==> config.mk <==
export PLATFORM = sky130hd
export DESIGN_NAME = serial_wide_adder
export DESIGN_NICKNAME = d
export VERILOG_FILES = /design/src/rtl/adder_pkg.sv /design/src/rtl/byte_adder_ci.sv /design/src/rtl/serial_wide_adder.sv
export SDC_FILE = /design/constraint.sdc
export NUM_CORES = 1
export LEC_CHECK = 0
export BUFFER_PORTS_ARGS = -buffer_cell sky130_fd_sc_hd__buf_2
export CORE_MARGIN = 1
export CORE_UTILIZATION = 55
export CTS_BUF_LIST = sky130_fd_sc_hd__clkbuf_16
export CTS_CLUSTER_SIZE = 16
export DETAILED_ROUTE_END_ITERATION = 12
export PLACE_DENSITY = 0.81
export SYNTH_ARGS = -nofsm -noshare
export SYNTH_HDL_FRONTEND = slang
export SYNTH_SLANG_ARGS = --single-unit
==> constraint.sdc <==
create_clock -name clk -period 8.4 [get_ports clk]
set_clock_uncertainty 0.1 [all_clocks]
set_input_delay 0.42 -clock clk [delete_from_list [all_inputs] [get_ports clk]]
set_output_delay 0.42 -clock clk [all_outputs]
set_load 0.005 [all_outputs]
==> src/rtl/adder_pkg.sv <==
// Shared types and constants for the byte-serial wide adder.
package adder_pkg;
  localparam int BYTE_W = 8;

  typedef enum logic [1:0] {IDLE, RUN, DONE} state_t;

  // Byte index width: enough to count NBYTES bytes, never narrower than 1 bit.
  function automatic int idx_w(input int nbytes);
    return (nbytes > 1) ? $clog2(nbytes) : 1;
  endfunction
endpackage

==> src/rtl/byte_adder_ci.sv <==
// 8-bit ripple-carry byte slice; also exposes the carry into bit 7 for
// signed-overflow detection on the most significant byte.
module byte_adder_ci
  import adder_pkg::*;
(
  input  logic [BYTE_W-1:0] a,
  input  logic [BYTE_W-1:0] b,
  input  logic              cin,
  output logic [BYTE_W-1:0] sum,
  output logic              c_out,
  output logic              c7
);
  logic [BYTE_W:0] c;

  assign c[0] = cin;

  for (genvar i = 0; i < BYTE_W; i++) begin : g_fadder
    assign sum[i]   = a[i] ^ b[i] ^ c[i];
    assign c[i + 1] = (a[i] & b[i]) | (c[i] & (a[i] ^ b[i]));
  end

  assign c_out = c[BYTE_W];
  assign c7    = c[BYTE_W - 1];
endmodule

==> src/rtl/serial_wide_adder.sv <==
// Byte-serial wide adder: adds two NBYTES-byte operands LSB byte first through
// one shared 8-bit slice, holding the result until the consumer takes it.
module serial_wide_adder
  import adder_pkg::*;
#(
  parameter int NBYTES = 4
) (
  input  logic                  clk,
  input  logic                  rst,
  input  logic                  in_valid,
  output logic                  in_ready,
  input  logic [8*NBYTES-1:0]   a_in,
  input  logic [8*NBYTES-1:0]   b_in,
  input  logic                  cin,
  output logic                  out_valid,
  input  logic                  out_ready,
  output logic [8*NBYTES-1:0]   sum_out,
  output logic                  c_out,
  output logic                  ovf
);
  localparam int W     = BYTE_W * NBYTES;
  localparam int IDX_W = idx_w(NBYTES);
  localparam logic [IDX_W-1:0] LAST = IDX_W'(NBYTES - 1);

  state_t            state, state_nx;
  logic [IDX_W-1:0]  idx;
  logic [W-1:0]      a_sh, b_sh, sum_sh, sum_nx;
  logic              carry_q, c7_q, out_valid_q;
  logic [BYTE_W-1:0] byte_sum;
  logic              byte_co, byte_c7;
  logic              accept, last;

  byte_adder_ci u_slice (
    .a     (a_sh[BYTE_W-1:0]),
    .b     (b_sh[BYTE_W-1:0]),
    .cin   (carry_q),
    .sum   (byte_sum),
    .c_out (byte_co),
    .c7    (byte_c7)
  );

  assign last     = (idx == LAST);
  // A new op may load in the same cycle the previous result is taken.
  assign in_ready = (state == IDLE) || ((state == DONE) && out_ready);
  assign accept   = in_valid && in_ready;
  assign sum_nx   = W'({byte_sum, sum_sh} >> BYTE_W);

  always_ff @(posedge clk) begin
    if (rst) state <= IDLE;
    else     state <= state_nx;
  end

  always_comb begin
    state_nx = state;
    case (state)
      IDLE:    if (accept) state_nx = RUN;
      RUN:     if (last) state_nx = DONE;
      DONE:    if (out_ready) state_nx = in_valid ? RUN : IDLE;
      default: state_nx = IDLE;
    endcase
  end

  always_ff @(posedge clk) begin
    if (rst) begin
      idx         <= '0;
      a_sh        <= '0;
      b_sh        <= '0;
      sum_sh      <= '0;
      carry_q     <= 1'b0;
      c7_q        <= 1'b0;
      out_valid_q <= 1'b0;
    end else begin
      if (accept) begin
        a_sh    <= a_in;
        b_sh    <= b_in;
        carry_q <= cin;
        idx     <= '0;
      end else if (state == RUN) begin
        a_sh    <= a_sh >> BYTE_W;
        b_sh    <= b_sh >> BYTE_W;
        sum_sh  <= sum_nx;
        carry_q <= byte_co;
        if (last) c7_q <= byte_c7;
        else      idx  <= idx + 1'b1;
      end
      out_valid_q <= ((state == RUN) && last) || (out_valid_q && !out_ready);
    end
  end

  assign out_valid = out_valid_q;
  assign sum_out   = sum_sh;
  assign c_out     = carry_q;
  assign ovf       = c7_q ^ carry_q;
endmodule

# Yosys cells after proc, flatten, opt, wreduce, memory -nomap -nowiden
# Cells that the tools add are included.
# word_totals
ramBits	0
out_inout_bits	36
n_memories	0
in_bits	69
wordCells	83
mem_bits_ro	0
reg_bits	103
latchBits	0
# classes
eq_ne	6
n_mul	0
div_mod_pow	0
n_mux	11
addsub	1
shift	0
reduce_logical	14
bitwise	43
magnitude_cmp	0
# ops
op	count
32-bit two-way mux	4
1-bit bitwise XOR	17
1-bit AND	16
1-bit bitwise OR	8
2-bit two-way mux	3
2-bit inequality test, second input constant	3
2-bit case mux with 3 select lines	1
3-bit AND reduction	2
2-bit equality test, second input constant	2
1-bit logical AND	4
2-bit AND reduction	2
1-bit two-way mux	3
2-bit by 1-bit adder with 2-bit output, second input constant	1
2-bit by 1-bit equality test with 1-bit output, second input constant	1
2-bit zero test	1
1-bit logical OR	2
1-bit NOT	2
2-bit nonzero test	1
2-bit OR reduction	1
1-bit zero test	1

# Longest topological paths before layout
# logic_depth
word_depth	19
ltp_mapped	14
ltp_nobuf	14

# Hierarchy
# A second synthesis with hierarchy kept.
# hier_totals
hier_cells	542
hier_area_um2	4441.8
# by_module_without_submodules
mod	area_per_inst_um2	cells_per_inst	instances	seq_area_each_um2
serial_wide_adder	4244.1	524	1	2062.0
byte_adder_ci	197.7	18	1	0.0

# Least setup slack after synthesis
# Ideal clock, no wire load.
# synth_path
path_type	reg2reg
start	reg carry_q (netlist: c_out)
end	reg sum_sh[31] (netlist: sum_out[31])
required_ns	8.230
period_less_slack_ns	3.545
arrival_time_ns	3.375
path_buffers	0
stages_incl_launch_ff	15
slack_ns	4.855
setup_ns	0.070
path_cell_list	dfxtp_1 -> fa_1 -> inv_1 -> fa_1 -> inv_1 -> fa_1 -> fa_1 -> fa_1 -> fa_1 -> inv_1 -> fa_1 -> inv_1 -> fa_1 -> nand2_1 -> a21oi_1
# synth_between
elab_chain_cells	15
# synth_rtl
element	line	text
start, declared	serial_wide_adder.sv:28	logic carry_q, c7_q, out_valid_q;
start signal, assigned	serial_wide_adder.sv:76	carry_q <= cin;
start signal, assigned	serial_wide_adder.sv:82	carry_q <= byte_co;
1-bit AND	byte_adder_ci.sv:19	assign c[i + 1] = (a[i] & b[i]) | (c[i] & (a[i] ^ b[i]));
1-bit bitwise OR	byte_adder_ci.sv:19	
1-bit AND	byte_adder_ci.sv:19	
1-bit bitwise OR	byte_adder_ci.sv:19	
1-bit AND	byte_adder_ci.sv:19	
1-bit bitwise OR	byte_adder_ci.sv:19	
1-bit AND	byte_adder_ci.sv:19	
1-bit bitwise OR	byte_adder_ci.sv:19	
1-bit AND	byte_adder_ci.sv:19	
1-bit bitwise OR	byte_adder_ci.sv:19	
1-bit AND	byte_adder_ci.sv:19	
1-bit bitwise OR	byte_adder_ci.sv:19	
1-bit AND	byte_adder_ci.sv:19	
1-bit bitwise OR	byte_adder_ci.sv:19	
net byte_c7	serial_wide_adder.sv:30	logic byte_co, byte_c7;
1-bit bitwise XOR	byte_adder_ci.sv:18	assign sum[i] = a[i] ^ b[i] ^ c[i];
net byte_sum[7]	serial_wide_adder.sv:29	logic [BYTE_W-1:0] byte_sum;
end signal, assigned	serial_wide_adder.sv:81	sum_sh <= sum_nx;
end, declared	serial_wide_adder.sv:27	logic [W-1:0] a_sh, b_sh, sum_sh, sum_nx;
# The timed path passes the listed nets, and every way through them passes these cells.
# A chain may end at the register's enable or synchronous reset.

# Worst setup path after layout
# Same ends and word-level chain as after synthesis.

==> impl_metrics.env <==
export IMPL_run_status="complete, no violations"
export IMPL_cts_setup_buffers=0
export IMPL_gp_routability_congestion=0.7773
export IMPL_number_of_instances_in_the_placed_design=692
export IMPL_die_area_um2=8442
export IMPL_cp_buffers_inverters=4
export IMPL_place_hpwl_um=6509
export IMPL_number_of_antenna_violations_at_the_first_check_in_global_routing=0
export IMPL_routed_via_count=4089
export IMPL_ff2ff_setup_slack_ns=4.66
export IMPL_detailedPlace_worstSlack_ns=4.656
export IMPL_syn_mean_instance_area_um2=8.258
export IMPL_start_util_pct=57.20
export IMPL_grt_overflow_total=0
export IMPL_cts_path_max_buffers=2
export IMPL_multi_input_area_um2=2079
export IMPL_rsz0062_at_grt="false"
export IMPL_rows=32
export IMPL_cp_data_required_time_ns=8.55
export IMPL_routed_wl_um=10520
export IMPL_drive_gt1_share_pct=21.45
export IMPL_netlist_area_um2=4443
export IMPL_seq_area_frac_synth_pct=46.41
export IMPL_cts_tree="yes"
export IMPL_number_of_enable_flip_flop_cells_after_synthesis=0
export IMPL_area_growth_syn_to_layout_pct=15.71
export IMPL_design_final_nets=679
export IMPL_stdcell_count=708
export IMPL_root_buffer="sky130_fd_sc_hd__clkbuf_16"
export IMPL_peakVddDrop_v=0.0001411
export IMPL_boundaryPins=105
export IMPL_core_um2=7767
export IMPL_vias_per_cell=5.775
export IMPL_drt_first_pass_iters=6
export IMPL_grt_pass1_wl_um=17390
export IMPL_post_synth_num_cell_types=25
export IMPL_postSynthCellCount=538
export IMPL_timing_hold_worst_start="a_in[27]"
export IMPL_timing_hold_worst_endpoint="a_sh[27]"
export IMPL_global_routing_usage_summed_across_all_routing_layers_pct=25.37
export IMPL_critPathMaxStageDelay_ns=0.47
export IMPL_synth_async_sr_flop_share_pct=0
export IMPL_crit_arrival_ns=3.90
export IMPL_sequential_cell_area_um2=2062
export IMPL_class_of_the_most_critical_hold_timing_path="in -> reg"
export IMPL_report_final_slew_viol_count=0
export IMPL_critical_path_most_common_cell="sky130_fd_sc_hd__fa_1"
export IMPL_route_antenna_remaining_nets=0
export IMPL_min_period_ns=3.743
export IMPL_cap_viol_max_count=0
export IMPL_start_kind="register"
export IMPL_cts_made_buffers=9
export IMPL_setup_viol=0
export IMPL_cts_num_sinks=103
export IMPL_clock_latency_of_the_later_clocked_register_in_the_worst_skew_pair_ns=0.33
export IMPL_fin_util_pct=66.19
export IMPL_worst_slew_pin_slew_ns=1.214
export IMPL_grt_start_max_net_pins=104
export IMPL_rr_startpoint="c_out"
export IMPL_worst_r2r_path_depth=14
export IMPL_yosys_register_bits=103
export IMPL_die_w_um=91.88
export IMPL_antenna_cells_inserted=0
export IMPL_fillCellCount=655
export IMPL_slew_headroom_pct=19.08
export IMPL_post_route_cell_area_um2=5141
export IMPL_yosys_most_used_dff="sky130_fd_sc_hd__dfxtp_1"
export IMPL_clock_fmax_mhz=267.1
export IMPL_grt_pass1_vias=3624
export IMPL_critical_path_top_delay_family="adder cells"
export IMPL_cts_hold_buf=0
export IMPL_critPathSlowestCell="sky130_fd_sc_hd__fa_1"
export IMPL_crit_path_end_kind="register"
export IMPL_setup_slack_ns=4.657
export IMPL_power_density_nw_per_um2=211.1
export IMPL_hold_depth=3
export IMPL_finalHoldViolCount=0
export IMPL_cts_resized=0
export IMPL_clkTransAtPathRegs_ns=0.07
export IMPL_mappedNetlistNets=616
export IMPL_placed_cell_area_um2=4845
export IMPL_rr_endpoint="sum_out[31]"
export IMPL_timing_worst_setup_path_type="reg -> reg"
export IMPL_yosysWarningCount=0
export IMPL_path_cells="fa_1, inv_1, fa_1, inv_1, fa_1, fa_1, fa_1, fa_1, inv_1, fa_1, inv_1, fa_1, nand2_1, a21oi_1"
export IMPL_h_tree_depth=3
export IMPL_worstPathMaxFanout=4
export IMPL_setup_tns_final_ns=0
export IMPL_part_of_the_cycle_the_worst_path_needs_pct=44.56
export IMPL_die_h_um=91.88
export IMPL_static_power_due_to_leakage_nw=1.989
export IMPL_remaining_drc_errors=0
export IMPL_port_buffer_count=104
export IMPL_first_iter_violations=220
export IMPL_avgRoutedWirePerCell_um=14.85
-- cells by family after synthesis --
kind of cell / count (synthesis) / share of synthesized area, %
buffers and inverters: 63 / 7.068
adders and majority gates: 9 / 3.886
and+or+nand+nor: 242 / 22.92
DFF: 103 / 46.41
muxes: 1 / 0.2253
xor gates and xnor gates: 2 / 0.3943
AOI/OAI and AO/OA: 118 / 19.09
-- cell usage in the layout, fill, tap and decap left out, drive strengths merged --
master	Yosys	final
nor3b	1	1
clkbuf	21	9
clkinv	0	3
nor3	51	51
a311oi	50	50
nand2	161	161
bufinv	0	1
nor2	6	6
mux2i	1	1
nor2b	1	1
xor2	1	1
o211ai	16	16
inv	8	10
clkinvlp	0	1
fa	8	8
and2b	2	2
buf	34	107
ha	1	1
dfxtp	103	103
xnor2	1	1
nand3	16	16
a21oi	50	50
nand2b	4	4
a211oi	2	2
-- per-layer routing --
layer  routed length, um  GRT usage [%]
met1                4877          36.43
met2                4968          38.99
met3                 548          4.146
met4                 121          8.073
met5                   0              0
-- how the worst max path moves through the flow --
stage	from	end	slack [ns]	depth (start not counted)
floorplan	c_out	sum_out[31]	4.86	14
global placement	c_out	sum_out[31]	4.75	14
detailed placement	c_out	sum_out[31]	4.66	14
CTS	c_out	sum_out[31]	4.64	14
global route	c_out	sum_out[31]	4.50	14
finish	c_out	sum_out[31]	4.66	14
-- state kept, by name (all words and copies together), names as in the netlist --
name / count
sum_out: 32
c7_q: 1
c_out: 1
out_valid: 1
a_sh: 32
idx: 2
state: 2
b_sh: 32
-- metrics by stage --
stage	total power [mW]	hold WS, ns
finish	1.085	0.2340
global route	1.132	0.2417
CTS	1.090	0.2290
detailed placement	0.6864	0.3437
global placement	0.6832	0.3401
floorplan	0.6468	0.3527
-- power breakdown --
group          internal (mW)  switching, mW  total [mW]
logic                 0.0520         0.0836       0.136
clock network          0.231          0.176       0.407
registers              0.521         0.0213       0.542
total                  0.804          0.281        1.09
-- worst reg2reg max path: cells and delay by family (launching register included) --
family,cells,cell delay (ns)
adders and majority gates,8,2.78
DFF,1,0.35
buffers and inverters,4,0.26
AOI/OAI and AO/OA,1,0.14
and+or+nand+nor,1,0.05
-- cell usage after synthesis, types with 2 or more instances --
library cell | number | area [um^2]
sky130_fd_sc_hd__a21oi_1 | 50 | 250.2
sky130_fd_sc_hd__buf_6 | 4 | 45.04
sky130_fd_sc_hd__dfxtp_1 | 103 | 2062
sky130_fd_sc_hd__fa_1 | 8 | 160.2
sky130_fd_sc_hd__buf_2 | 26 | 130.1
sky130_fd_sc_hd__a311oi_1 | 46 | 402.9
sky130_fd_sc_hd__nand3_1 | 16 | 80.08
sky130_fd_sc_hd__buf_4 | 4 | 30.03
sky130_fd_sc_hd__inv_1 | 8 | 30.03
sky130_fd_sc_hd__o211ai_1 | 16 | 120.1
sky130_fd_sc_hd__nor3_1 | 51 | 255.2
sky130_fd_sc_hd__a211oi_1 | 2 | 15.01
sky130_fd_sc_hd__nand2_1 | 160 | 600.6
sky130_fd_sc_hd__clkbuf_1 | 21 | 78.83
sky130_fd_sc_hd__a311oi_2 | 4 | 60.06
sky130_fd_sc_hd__nor2_1 | 6 | 22.52
sky130_fd_sc_hd__nand2b_1 | 4 | 25.02
sky130_fd_sc_hd__and2b_1 | 2 | 15.01
-- cell type report --
class	count	area share, %
clock buffers	9	4.381
clock inverters	7	1.387
flip-flops and latches	103	40.11
repair buffers	107	10.61
well taps	102	2.482
multi-input cells	372	40.45
inverters	8	0.5841
No activity file was read; power rests on OpenSTA's default activity.
